## src/rtl/cpu_controller.sv

```systemverilog
// Four-state instruction sequencer for a small register-bus datapath (IDLE/T1/T2/T3).
// Optional retired-instruction counter is built only when CPU_CTRL_INSTR_COUNT_EN is defined.
module cpu_controller #(
  parameter int CNT_W = 16
) (
  input  logic             clk,
  input  logic             rst_n,
  input  logic             start,
  input  logic [27:0]      instr,
  output logic             ready,
  output logic             done,
  output logic             err,
  output logic [9:0]       r_en_OH,
  output logic [9:0]       tri_controller_OH,
  output logic [22:0]      code,
  output logic [CNT_W-1:0] instr_count,
  output logic [1:0]       dbg_state_o
);

  typedef enum logic [1:0] {IDLE = 2'd0, T1 = 2'd1, T2 = 2'd2, T3 = 2'd3} state_t;

  localparam logic [2:0] CLS_MV     = 3'b000;
  localparam logic [2:0] CLS_MVI    = 3'b001;
  localparam logic [2:0] CLS_ALU_R  = 3'b010;
  localparam logic [2:0] CLS_ALU_I  = 3'b011;
  localparam logic [3:0] IDX_G      = 4'd8;
  localparam logic [3:0] IDX_A_IMM  = 4'd9;

  state_t      state_q, state_d;
  logic [27:0] ir_q, ir_d;

  logic [2:0]  cls;
  logic [2:0]  alu_op;
  logic [2:0]  rx;
  logic [2:0]  ry;
  logic [15:0] imm;

  assign cls    = ir_q[27:25];
  assign alu_op = ir_q[24:22];
  assign rx     = ir_q[21:19];
  assign ry     = ir_q[18:16];
  assign imm    = ir_q[15:0];

  assign ready       = (state_q == IDLE);
  assign dbg_state_o = state_q;

  function automatic logic [9:0] sel(input logic [3:0] idx);
    sel = 10'd1 << idx;
  endfunction

  always_ff @(posedge clk) begin
    if (!rst_n) begin
      state_q <= IDLE;
      ir_q    <= '0;
    end else begin
      state_q <= state_d;
      ir_q    <= ir_d;
    end
  end

  // Outputs come only from state_q and ir_q, so a live instr change mid-flight is invisible.
  always_comb begin
    state_d           = state_q;
    ir_d              = ir_q;
    r_en_OH           = '0;
    tri_controller_OH = '0;
    code              = '0;
    done              = 1'b0;
    err               = 1'b0;
    case (state_q)
      IDLE: begin
        if (start) begin
          ir_d    = instr;
          state_d = T1;
        end
      end
      T1: begin
        code = {alu_op, 4'b0000, imm};
        case (cls)
          CLS_MV: begin
            tri_controller_OH = sel({1'b0, ry});
            r_en_OH           = sel({1'b0, rx});
            done              = 1'b1;
            state_d           = IDLE;
          end
          CLS_MVI: begin
            tri_controller_OH = sel(IDX_A_IMM);
            r_en_OH           = sel({1'b0, rx});
            done              = 1'b1;
            state_d           = IDLE;
          end
          CLS_ALU_R, CLS_ALU_I: begin
            tri_controller_OH = sel({1'b0, rx});
            r_en_OH           = sel(IDX_A_IMM);
            state_d           = T2;
          end
          default: begin
            done    = 1'b1;
            err     = 1'b1;
            state_d = IDLE;
          end
        endcase
      end
      T2: begin
        code              = {alu_op, 4'b0000, imm};
        tri_controller_OH = (cls == CLS_ALU_I) ? sel(IDX_A_IMM) : sel({1'b0, ry});
        r_en_OH           = sel(IDX_G);
        state_d           = T3;
      end
      T3: begin
        code              = {alu_op, 4'b0000, imm};
        tri_controller_OH = sel(IDX_G);
        r_en_OH           = sel({1'b0, rx});
        done              = 1'b1;
        state_d           = IDLE;
      end
      default: state_d = IDLE;
    endcase
  end

`ifdef CPU_CTRL_INSTR_COUNT_EN
  logic [CNT_W-1:0] cnt_q, cnt_d;

  always_comb begin
    cnt_d = cnt_q;
    if (done && !err) cnt_d = cnt_q + CNT_W'(1);
  end

  always_ff @(posedge clk) begin
    if (!rst_n) cnt_q <= '0;
    else        cnt_q <= cnt_d;
  end

  assign instr_count = cnt_q;
`else
  assign instr_count = '0;
`endif

endmodule

```

## config.mk

```make
export PLATFORM = sky130hd
export DESIGN_NAME = cpu_controller
export DESIGN_NICKNAME = d
export VERILOG_FILES = /design/src/rtl/cpu_controller.sv
export SDC_FILE = /design/constraint.sdc
export NUM_CORES = 1
export LEC_CHECK = 0
export CORE_ASPECT_RATIO = 1.2
export CORE_UTILIZATION = 45
export DETAILED_ROUTE_END_ITERATION = 16
export GPL_TIMING_DRIVEN = 1
export PLACE_DENSITY = 0.87
export SYNTH_ARGS = -nofsm -noshare
export SYNTH_HDL_FRONTEND = slang
export SYNTH_SLANG_ARGS = --single-unit
```

## constraint.sdc

```tcl
create_clock -name clk -period 2.7 [get_ports clk]
set_clock_uncertainty 0.2 [all_clocks]
set_input_delay 0.54 -clock clk [delete_from_list [all_inputs] [get_ports clk]]
set_output_delay 0.54 -clock clk [all_outputs]
set_load 0.05 [all_outputs]
```

Word level (Yosys, flattened, before mapping). Index checks and enable logic that the tools add are counted.

Input bits: 31. Register bits: 30. Output and inout port bits: 64.

Equality and inequality tests: 7. Shift operators: 2. Mux-type cells: 13. Reductions and logical operators: 7.

Operators with widths (count): one-hot mux 10 bit (3 select lines) (3); two-way mux 23 bit (1); one-hot mux 10 bit (2 select lines) (1); left shift 1 x 3 -> 10 bit, first input constant (2); two-way mux 10 bit (1); one-hot mux 2 bit (4 select lines) (1); == test 3 x 2 -> 1 bit, second input constant (2); == test 2 bit, second input constant (2); two-way mux 2 bit (2); OR reduction 2 bit (2); OR reduction 4 bit (1); == test 3 x 1 -> 1 bit, second input constant (1); logical NOT 3 bit (1); two-way mux 1 bit (3); OR reduction 3 bit (1); == test 2 x 1 -> 1 bit, second input constant (1); logical NOT 2 bit (1); != test 2 bit, second input constant (1); one-hot mux 1 bit (2 select lines) (1); AND reduction 2 bit (1).

Logic depth before layout (Yosys ltp). Gate-level depths: netlist of run 1.

Depth after elaboration: 4. Mapped depth: 5. Depth with buffers taken out: 3.

Least setup slack after synthesis of run 1. OpenSTA, ideal clock, no wires.

Path kind: register to output. Start point: register (tool-made name). End point: output port tri_controller_OH[9]. Data arrival time: 2.288 ns. Required time: 1.960 ns. Buffers on the path: 1. Stages on the path, launching flop included: 5. Slack: -0.328 ns. Cell sequence: dfxtp_1 > buf_4 > and3b_1 > a21oi_1 > nor3b_1.

RTL lines: end, declared (RTL line 14) `output logic [9:0] tri_controller_OH,`.

Final worst setup path of run 1.
Start point: register state_q[0] (netlist: dbg_state_o[0]). End point: output port tri_controller_OH[2].

Word-level cells in the longest chain between the ends: 2. Elaborated cells on any way between the ends: 4.

Ends and longest elaborated chain: start, declared (RTL line 29) `state_t state_q, state_d;`; start signal, assigned (RTL line 56) `state_q <= state_d;`; == test 2 bit or == test 2 x 1 -> 1 bit (tied branches) (RTL line 70) `case (state_q)`; one-hot mux 10 bit (3 select lines) (*) (RTL line 70).

Mark *: on every way between the ends. The rest lies on a longest branch, timed or not.

==> results of run 1 <==
## cells in the final DEF, fill, tap and decap left out
| master | n |
|---|---|
| nor2b_2 | 8 |
| nand3b_2 | 1 |
| conb_1 | 20 |
| and2b_2 | 1 |
| nor4b_2 | 1 |
| o32ai_4 | 2 |
| nor4_2 | 1 |
| dfxtp_1 | 28 |
| inv_2 | 1 |
| nor3b_2 | 2 |
| dfxtp_2 | 2 |
| nor3b_1 | 2 |
| o22ai_1 | 6 |
| nand2b_1 | 4 |
| nor2b_1 | 15 |
| nand3_2 | 1 |
| a32oi_1 | 2 |
| nor3_2 | 2 |
| a22oi_1 | 6 |
| or3b_1 | 2 |
| clkbuf_8 | 5 |
| nand2_1 | 38 |
| nor3b_4 | 1 |
| buf_12 | 12 |
| o31a_1 | 1 |
| inv_1 | 1 |
| clkbuf_1 | 2 |
| nand3b_1 | 1 |
| clkdlybuf4s50_1 | 33 |
| and3b_1 | 3 |
| and2_1 | 2 |
| nor2_1 | 12 |
| o211ai_1 | 2 |
| nand2_2 | 20 |
| nor2_4 | 1 |
| a21boi_1 | 8 |
| a21oi_1 | 1 |
| buf_4 | 34 |
| a21boi_2 | 20 |
## logic make-up (layout without fill, tap and decap cells)
| kind of cell | count (synthesis) | count (layout) | synth area share (%) |
|---|---|---|---|
| DFF | 30 | 30 | 29.7 |
| and+or+nand+nor | 118 | 118 | 33.2 |
| other | 1 | 20 | 0.185 |
| buffers and inverters | 41 | 88 | 14.9 |
| AOI/OAI and AO/OA | 48 | 48 | 22.1 |
## final cells by class
cell class                 instances  area [um2]  share of cell area [%]
tap                               56        70.1                    2.47
sequential                        30         603                    21.2
timing repair buffer              79         826                    29.1
clock buffer                       7        76.3                    2.69
multi-input combinational        186        1260                    44.3
inverter                           2        7.51                   0.264
## registers in the layout, indices dropped and copies added, names as in the netlist, named ones only
name         cells
dbg_state_o      1
ir_q            28
## layer usage
layer | part of all wire [%] | GRT usage, % | up-vias
met5 | 0 | 0 | -
met4 | 1.6 | 8.33 | 0
met3 | 6.4 | 6.14 | 9
met2 | 51 | 36.4 | 66
met1 | 40 | 21.4 | 820
li1 | - | - | 880
## power by group
| group | switching (mW) | internal [mW] |
|---|---|---|
| clock | 0.156 | 0.177 |
| sequential | 0.0446 | 0.474 |
| combinational | 0.277 | 0.169 |
## worst max path at each step
stage / cells past startpoint / slack, ns / end / from
floorplan: 4 / -0.18 / tri_controller_OH[1] / dbg_state_o[0]$_SDFFE_PN0P_
global placement: 3 / 0.34 / tri_controller_OH[2] / dbg_state_o[0]$_SDFFE_PN0P_
detailed placement: 3 / 0.24 / tri_controller_OH[2] / dbg_state_o[0]$_SDFFE_PN0P_
CTS: 3 / 0.002 / code[7] / flip-flop
global route: 3 / 0.02 / tri_controller_OH[2] / dbg_state_o[0]$_SDFFE_PN0P_
finish: 3 / 0.08 / tri_controller_OH[2] / dbg_state_o[0]$_SDFFE_PN0P_
## critical path, cell delays in order (launching register included)
cell     delay, ns
dfxtp_2       0.49
or3b_1        0.57
o22ai_1       0.36
buf_12        0.18
## through the flow
step / hold slack, ns / total power [mW] / setup slack [ns] / area, um2
CTS: 0.249 / 1.31 / 0.00159 / 2840
global placement: 0.241 / 0.964 / 0.340 / 2760
finish: 0.248 / 1.30 / 0.0814 / 2840
detailed placement: 0.240 / 0.974 / 0.238 / 2760
floorplan: 0.230 / 0.876 / -0.185 / 2150
global route: 0.265 / 1.36 / 0.0213 / 2840
## what timing repair did
item,4_1_cts,5_1_grt
setup endpoints to repair,17,19
hold buffers,0,0
cloned,0,0
resized for setup,1,1
==> results.py, run 1 <==
metrics = {
    "yosys": {
        "synth_seq_cells": 30,
        "syn-instance-count": 238,
        "synth_ff_type": "dfxtp_1",
        "synth_top_cell_area_share_pct": 29.7,
        "yosys.area.top_type": "dfxtp_1",
        "yosysSeqAreaShare_pct": 29.7,
        "async_flop_share_pct": 0,
        "synth.area.top_cells": "dfxtp_1 30%, a21boi_2 11%, buf_4 7.8%",
        "synth_cell_types": 36,
        "synth.cells.most_frequent": "38 x nand2_1, 30 x dfxtp_1, 23 x nor2b_1",
        "synth.avg_cell_area_um2": 8.50,
        "synth_area_um2": 2020,
        "synth_edf_count": 0,
        "ys.warnings.count": 0,
        "yosysMostFrequentCell": "nand2_1",
    },
    "pwr": {
        "leakage_nw": 1.09,
        "power_density_nw_per_um2": 457,
        "ir_worst_vdd_mv": 0.305,
    },
    "worst_hold_path": {
        "hp-start": "ir_q[3]$_SDFFE_PN0P_",
        "min_path_cells": 2,
        "min_to": "ir_q[3]$_SDFFE_PN0P_",
        "hp-class": "flip-flop to flip-flop",
    },
    "grt": {
        "gr-total-overflow": 0,
        "antenna_found_initial": 0,
        "grt_use_total_pct": 19.8,
        "grt_max_degree": 22,
        "grt_pass1_vias": 1602,
        "grt_pass1_wl_mm": 7.38,
    },
    "clock_network": {
        "clk_latency_ns": 0.27,
        "clock-root-buffer": "clkbuf_8",
        "path_clk_slew_ns": 0.06,
        "cts_tree": "yes",
        "clk_path_buf_depth": 2,
        "cts_buffers": 5,
        "cts.htree.levels": 2,
        "post-cts-setup-buffer-count": 0,
        "cts.sinks": 30,
    },
    "timing": {
        "finalSetupTns_ns": 0,
        "setup_viol": 0,
        "worstMarginPinSlew_ns": 0.666,
        "rsz0062_at_grt": "false",
        "hold_viol_final": 0,
        "fmax_mhz": 382,
        "relSlewSlack_pct": 55.5,
        "slew_violations": 0,
        "period_minus_slack_ns": 2.62,
        "post-route-period-util_pct": 97.0,
    },
    "critical_path": {
        "critPathCaptureType": "primary output",
        "rr_endpoint": "ir_q[16]$_SDFFE_PN0P_",
        "startpoint_type": "flip-flop",
        "path_max_fanout": 14,
        "crit_type": "flip-flop to primary output",
        "crit_required_ns": 1.96,
        "rrSetupSlack_ns": 0.98,
        "worstPathArrival_ns": 1.88,
        "r2r_cells": 4,
    },
    "finish": {
        "fillers": 361,
        "diodes": 0,
        "fin_util_pct": 66.1,
        "drive_gt1_share_pct": 37.8,
        "syn_to_final_growth_pct": 40.5,
        "final_cells": 360,
        "nNetsFinal": 335,
    },
    "route": {
        "vias": 1775,
        "post_drt_wl_per_cell_um": 12.9,
        "drt_iter0_drc": 106,
        "drt-total-wl_mm": 4.64,
        "dr.pass1.iters": 4,
        "viasPerCell": 4.93,
        "drc": 0,
        "postRouteAntennaNets": 0,
    },
    "placement": {
        "gp_congestion": 0.776,
        "dp_hpwl_mm": 3.54,
        "numPortBuffers": 74,
        "dpl.cell_count": 353,
    },
    "floorplanning": {
        "ios": 95,
        "fp-row-count": 26,
        "core-area_um2": 4290,
        "die-area_um2": 4770,
        "start_util_pct": 47.1,
        "die_h_um": 75.4,
        "die_w_um": 63.2,
    },
    "run_status": {
        "status": "finished clean",
    },
    "flow_run": {
        "drv_cap": 0,
    },
}
(Power assumes the default switching activity.)
==> run 2: changes to the inputs <==
CAP_MARGIN = 20   (was not set)
CORE_UTILIZATION = 41   (was 45)
MAX_ROUTING_LAYER = met4   (was not set)
PLACE_DENSITY = 0.8   (was 0.87)
clock period = 2.85 ns   (was 2.7 ns; I/O delays follow)
==> results.py, run 2 (same netlist as run 1, synthesis figures left out) <==
metrics = {
    "timing": {
        "rsz0062_at_grt": "false",
        "fmax_mhz": 371,
        "finalSetupTns_ns": 0,
        "setup_slack_ns": 0.154,
        "period_minus_slack_ns": 2.70,
        "relSlewSlack_pct": 65.1,
        "hold_viol_final": 0,
        "worstMarginPinSlew_ns": 0.522,
        "slew_violations": 0,
        "post-route-period-util_pct": 94.6,
        "hold_ws_ns": 0.248,
        "setup_viol": 0,
    },
    "route": {
        "viasPerCell": 4.75,
        "post_drt_wl_per_cell_um": 12.0,
        "postRouteAntennaNets": 0,
        "vias": 1721,
        "drt-total-wl_mm": 4.33,
        "dr.pass1.iters": 4,
        "drt_iter0_drc": 115,
        "drc": 0,
    },
    "clock_network": {
        "clk_path_buf_depth": 2,
        "cts_buffers": 5,
        "post-cts-setup-buffer-count": 0,
        "clock-root-buffer": "clkbuf_8",
        "clk_latency_ns": 0.27,
        "path_clk_slew_ns": 0.06,
        "cts.sinks": 30,
        "cts_tree": "yes",
        "ctsHoldBuffers": 0,
        "cts.htree.levels": 2,
    },
    "pwr": {
        "p_clk_share_pct": 26.9,
        "seq_power_share_pct": 39.8,
        "power_frac_comb_pct": 33.3,
        "ir_worst_vdd_mv": 0.350,
        "leakage_nw": 1.08,
        "p_int_uw": 790,
        "switching_power_uw": 438,
        "sw_frac_of_total_pct": 35.7,
        "power_density_nw_per_um2": 440,
    },
    "placement": {
        "numPortBuffers": 74,
        "dp_hpwl_mm": 3.23,
        "dpl.cell_count": 356,
        "gp_congestion": 0.832,
        "post-place-ws_ns": 0.384,
    },
    "flow_run": {
        "drv_cap": 0,
    },
    "floorplanning": {
        "fp-row-count": 27,
        "die_w_um": 66.1,
        "die-area_um2": 5220,
        "ios": 95,
        "core-area_um2": 4660,
        "start_util_pct": 43.4,
        "die_h_um": 78.9,
    },
    "finish": {
        "fin_util_pct": 59.8,
        "regMostFlops": "ir_q",
        "layout_common_cells": "38 x nand2_1, 36 x clkdlybuf4s50_1, 34 x buf_4",
        "nNetsFinal": 336,
        "diodes": 0,
        "final_cells": 362,
        "final_common_cell": "nand2_1",
        "syn_to_final_growth_pct": 37.9,
        "drive_gt1_share_pct": 34.5,
        "largest_reg_flops": 28,
    },
    "grt": {
        "gr-total-overflow": 0,
        "grt_use_total_pct": 18.7,
        "grt_pass1_vias": 1675,
        "grt_max_degree": 31,
        "grt_pass1_wl_mm": 7.40,
        "antenna_found_initial": 0,
    },
    "critical_path": {
        "worstPathArrival_ns": 1.93,
        "path_max_fanout": 10,
        "crit_chain": "inv_2 > o31a_1 > clkdlybuf4s50_1",
        "slowest_delay_ns": 0.72,
        "rrSetupSlack_ns": 1.34,
        "startpoint_type": "flip-flop",
        "cp_slowest_cell": "clkdlybuf4s50_1",
        "critPathCaptureType": "primary output",
        "crit_type": "flip-flop to primary output",
        "crit_required_ns": 2.08,
    },
    "run_status": {
        "status": "finished clean",
    },
    "worst_hold_path": {
        "hp-class": "flip-flop to flip-flop",
    },
}
[run 2: what timing repair did]
action / in CTS / in global routing
resized for setup: 0 / 2
endpoints found under the hold margin: 0 / 0
setup endpoints to repair: 0 / 3
[run 2: layout make-up]
cell class | instances | area [um2]
clock buffers | 6 | 82.6
repair buffers | 80 | 816
well taps | 58 | 72.6
inverters | 2 | 7.51
flip-flops and latches | 30 | 603
fillers | 425 | 1870
multi-input cells | 186 | 1210
[run 2: worst max-delay path, delay by kind of cell (launching register included)]
family / cells / cell delay, ns
AO/OA/AOI/OAI: 1 / 0.32
buffers and inverters: 2 / 0.79
flip-flops: 1 / 0.54
[run 2: power groups by stage]
stage          logic (mW)  clock network, mW  registers [mW]
2_1_floorplan       0.339                  0           0.480
3_3_place_gp        0.408                  0           0.494
3_5_place_dp        0.411                  0           0.497
4_1_cts             0.412              0.342           0.488
5_1_grt             0.439              0.361           0.494
6_report            0.409              0.330           0.488
[run 2: worst paths after layout]
check / start / end / cells past startpoint
min reg2reg: ir_q[8]$_SDFFE_PN0P_ / ir_q[8]$_SDFFE_PN0P_ / 2
max reg2reg: flip-flop / ir_q[5]$_SDFFE_PN0P_ / 4
max: ir_q[26]$_SDFFE_PN0P_ / done / 3
min: ir_q[8]$_SDFFE_PN0P_ / ir_q[8]$_SDFFE_PN0P_ / 2
[run 2: through the flow]
step	total power [mW]	area, um2
final	1.23	2790
after global placement	0.903	2700
after global routing	1.29	2790
after detailed placement	0.908	2700
after floorplan	0.820	2110
after CTS	1.24	2790
[run 2: layer usage]
metal,vias up,share of wire [%],GRT usage (%)
li1,882,-,-
met1,766,42,21.9
met2,65,49,30.7
met3,8,6.9,5.03
met4,0,1.5,6.38
met5,-,0,-
==> RTL change 1, RTL diff (settings of run 2) <==
Take the reset off `ir_q` and load it in a clocked block of its own.
--- a/src/rtl/cpu_controller.sv
+++ b/src/rtl/cpu_controller.sv
@@ -51,11 +51,13 @@
   always_ff @(posedge clk) begin
     if (!rst_n) begin
       state_q <= IDLE;
-      ir_q    <= '0;
     end else begin
       state_q <= state_d;
-      ir_q    <= ir_d;
     end
+  end
+
+  always_ff @(posedge clk) begin
+    ir_q <= ir_d;
   end
 
   // Outputs come only from state_q and ir_q, so a live instr change mid-flight is invisible.
Behaviour: same outputs for any inputs over 10 cycles, from zero or initial values and one cycle with rst_n low; that may be too few to reach the edited logic, so the function may still have changed.
==> RTL change 1 against run 2 <==
- cell area is 12% lower
- register-to-register slack got worse by 530 ps
- worst setup slack worse by 25 ps
- fmax decreased by 0.92%
- largest power group unchanged
- sequential cell count did not move
- global-route usage increased by 0.15 points
- count of clock-buffer cells in the layout is the same
- largest cell class is now flip-flops and latches
- routed wire length is 17% lower
- total power is 6.6% lower
- via count decreased by 26%
- synthesized area fell by 21%
==> RTL change 1: results (changes against run 2) <==
status complete, no violations; most area-consuming cells after synthesis edfxtp_1, buf_4, nor2b_1; Critical Path Start ir_q[27]; GRT Overall Usage 18.9% (+0.15 points); Vias 1270 (-26%); post-DP HPWL 2750 um (-15%); Final Cycle Share 95.5% (+0.87 points); most frequent cells after synthesis edfxtp_1, buf_4, nor2b_1, nor2_1, nand2_1; P_leak 0.933 nW (-14%); Post-Place Setup Slack 441 ps (+57.6 ps); Slew headroom 66.1% (+0.99 points); first-pass GRT wire length 5580 um (-25%); Routed wire per std cell 13.7 um (+14%); Biggest register ir_q; Worst R2R Setup Slack 810 ps (-530 ps); WHS 510 ps (+261 ps); antenna violations before repair 0 (unchanged); hold_sp dbg_state_o[0]; layout cells sized above 1 27.4% (-7.2 points); final RePlAce weighted congestion 0.773 (-7.1%); maximum vdd drop 0.411 mV (+17%); EDFF count, synth 28 (+28); Root Driver clkbuf_8; post-synthesis compound-gate area fraction 8.03% (-14 points); unique cell type count in the Yosys netlist 33 (-8.3%); drt pass-1 iters 4 (unchanged); Seq/Total Area, Yosys 55.4% (+26 points); Area after DPL 2370 sq um (-12%); nets@finish 242 (-28%); Slowest Stage Delay on Critical Path 800 ps (+80 ps); FILL cells 282 (-34%); Worst Path Arrival 1950 ps (+20 ps); largest net degree at the start of global routing 22 (-29%); starting DRC count in detailed routing 41 (-64%); Longest Clk Path Bufs 2 (unchanged)
-- RTL change 1: cell types whose count changed after synthesis, moves of 3 or more --
cell,delta
nand2_1,-33
a21boi_1,-8
a22oi_1,-6
edfxtp_1,+28
nand2_2,-20
buf_2,-7
a21boi_2,-20
dfxtp_1,-28
nor2_1,-3
nor2b_1,-3
-- RTL change 1: worst register-to-register path, cell delays in order (launching register included) --
cell     delay (ps)
dfxtp_1         440
nor2_1          160
buf_4           260
and2_1          460
buf_12          230
-- RTL change 1: metrics by stage --
step,std cells,util [%]
floorplan,154,-
global placement,256,64.6
detailed placement,256,64.6
CTS,264,66.8
global route,264,66.8
finish,264,66.8
-- RTL change 1: power by group --
part           internal (mW)  switching (mW)  leakage [nW]
clock network          0.167           0.144        0.0426
logic                  0.101           0.195         0.605
registers              0.516          0.0248         0.285
total                  0.783           0.364         0.933
-- RTL change 1: final timing paths --
| kind | to | cells after the start |
|---|---|---|
| worst max register to register | ir_q[6] | 4 |
| worst min register to register | dbg_state_o[0] | 1 |
| worst max-delay path | done | 3 |
| worst min-delay path | dbg_state_o[0] | 1 |
-- RTL change 1: layer usage --
| metal | GRT usage (%) | up-vias | wire length, um |
|---|---|---|---|
| met5 | - | - | 0 |
| met4 | 10.1 | 0 | 103 |
| met3 | 4.63 | 10 | 280 |
| met2 | 31.1 | 84 | 1860 |
| met1 | 20.6 | 582 | 1370 |
| li1 | - | 594 | - |
-- RTL change 1: area by class of cell --
class | count | area (sq um) | area share, %
Clock buffer | 6 | 72.6 | 2.96
Clock inverter | 2 | 8.76 | 0.358
Inverter | 2 | 7.51 | 0.307
Multi-Input combinational cell | 95 | 611 | 24.9
Sequential cell | 30 | 881 | 36.0
Tap cell | 52 | 65.1 | 2.66
Timing Repair Buffer | 77 | 803 | 32.8
-- RTL change 1: logic make-up after synthesis --
family | after synthesis
other | 1
AND/OR/NAND/NOR | 59
flip-flops | 30
AO/OA/AOI/OAI | 16
buffers and inverters | 29
==> RTL change 2, RTL diff (settings of run 2) <==
Made on the original files. Change the parameter `CNT_W` from 16 to 32.
--- a/src/rtl/cpu_controller.sv
+++ b/src/rtl/cpu_controller.sv
@@ -1,7 +1,7 @@
 // Four-state instruction sequencer for a small register-bus datapath (IDLE/T1/T2/T3).
 // Optional retired-instruction counter is built only when CPU_CTRL_INSTR_COUNT_EN is defined.
 module cpu_controller #(
-  parameter int CNT_W = 16
+  parameter int CNT_W = 32
 ) (
   input  logic             clk,
   input  logic             rst_n,
Ports: changed (resized instr_count); port bits go from 95 to 111. No check against the original RTL was run, so the function may have changed too.
==> RTL change 2 against run 2 <==
- synthesized area is 5.9% higher
- non-clock buffer count fell by 1
- sequential cell count stayed put
- cell area rose by 1.7%
- register-to-register slack got worse by 280 ps
- routed wire length rose by 4.2%
- largest power group unchanged
- worst setup slack worse by 33 ps
- highest routed layer unchanged
- global-route usage shrank 1.1 points
- total power grew 2.6%
- largest cell class unchanged
==> RTL change 2: results (changes against run 2) <==
critical path peak fanout 14 (+4); Clk Latency, worst-skew pair 280 ps; Worst-path clk slew 60 ps (about the same); most area-consuming cells after synthesis dfxtp_1, buf_4, a21boi_2; first-pass GRT wire length 7230 um (-2.3%); starting DRC count in detailed routing 99 (-14%); Worst Path Arrival 1960 ps (+30 ps); final RePlAce weighted congestion 0.831 (-0.14%); Flop pwr share 38.7% (-1.1 points); unique cell type count in the Yosys netlist 36 (unchanged); Primary FF master, synth dfxtp_1; antenna diode count 0 (unchanged); status complete, no violations; most frequent cells after synthesis nand2_1, buf_4, dfxtp_1, nor2b_1; max FFs per register 28 (unchanged); crit-path leading delay family buffers and inverters; Longest Clk Path Bufs 2 (unchanged); Post-synth ARST share 0% (unchanged); Post-Place Setup Slack 437 ps (+53.3 ps); nets@finish 351 (+4.5%); post-DP HPWL 3430 um (+6.3%); maximum vdd drop 0.318 mV (-9.0%); P_leak 1.12 nW (+3.8%); # port buffers 74 (unchanged); post-synthesis compound-gate area fraction 20.9% (-1.2 points); Post-CTS Setup Inserts 0 (unchanged); post-synthesis adder-cell area fraction 0% (unchanged); Num CTS Buffers 5 (unchanged); CTS resizes 0 (unchanged); H-tree lvl count 2 (unchanged); largest net degree at the start of global routing 31 (unchanged); CP max stage cell clkdlybuf4s50_1; XOR/XNOR Fraction of Synth Area 0% (unchanged); Seq/Total Area, Yosys 28.0% (-1.7 points); Synth Warn # 0 (unchanged); Sw Pwr 0.490 mW (+12%); layout cells sized above 1 31.6% (-3.0 points); antenna violations before repair 0 (unchanged); Hold Path Class register to register; vias per std cell 4.68 (-1.5%); GRT Overall Usage 17.6% (-1.1 points); Biggest register ir_q; Root Driver clkbuf_8; Gate power share 36.1% (+2.8 points); drt pass-1 iters 4 (unchanged); Routed WL 4520 um (+4.2%); Net Sw Frac 38.9% (+3.3 points); Slowest Stage Delay on Critical Path 820 ps (+100 ps); Slew @ Worst Pin 531 ps (+9.62 ps); vias in the first global route 1658 (-1.0%); mux contribution to synthesized area 0% (unchanged)
[RTL change 2: changes by cell type after synthesis, sizes merged]
cell	before	now
buf	36	52
[RTL change 2: tightest hold or removal path, delay by kind of cell (launching register included)]
| kind | cells | cell delay [ps] |
|---|---|---|
| and+or+nand+nor | 1 | 50 |
| AOI/OAI and AO/OA | 1 | 50 |
| DFF | 1 | 300 |
[RTL change 2: metal layers]
metal  wire (um)  track usage (%)  share of wire [%]  up-vias
met3         333             5.48                7.4        5
li1            -                -                  -      898
met2        2240             29.0                 50       73
met5           0                -                  0        -
met1        1900             20.2                 42      804
met4          38             5.00               0.84        0
[RTL change 2: logic make-up after synthesis]
logic type / Yosys count
buffers and inverters: 57
AO/OA/AOI/OAI: 48
flip-flops: 30
AND/OR/NAND/NOR: 118
other: 1
[RTL change 2: metrics by stage]
stage / area, sq um / cells / hold WS (ps) / util, %
2_1_floorplan: 2290 / 289 / 230 / -
3_3_place_gp: 2760 / 373 / 236 / 55.5
3_5_place_dp: 2760 / 373 / 242 / 55.5
4_1_cts: 2840 / 380 / 250 / 57.0
5_1_grt: 2840 / 380 / 265 / 57.0
6_report: 2840 / 380 / 248 / 57.0
[RTL change 2: path summary, 6_finish.rpt]
| check | from | to | slack, ps | depth (start not counted) |
|---|---|---|---|---|
| max reg2reg | register | ir_q[17] | 1060 | 4 |
| min | ir_q[4] | ir_q[4] | 250 | 2 |
| min reg2reg | ir_q[4] | ir_q[4] | 250 | 2 |
| max | register | r_en_OH[8] | 120 | 2 |
[RTL change 2: final cells by class]
cell class / instances / area [sq um]
Inverter: 2 / 7.51
Multi-Input combinational cell: 202 / 1270
Clock buffer: 7 / 76.3
Sequential cell: 30 / 601
Fill cell: 458 / 2140
Timing Repair Buffer: 79 / 808
Tap cell: 60 / 75.1
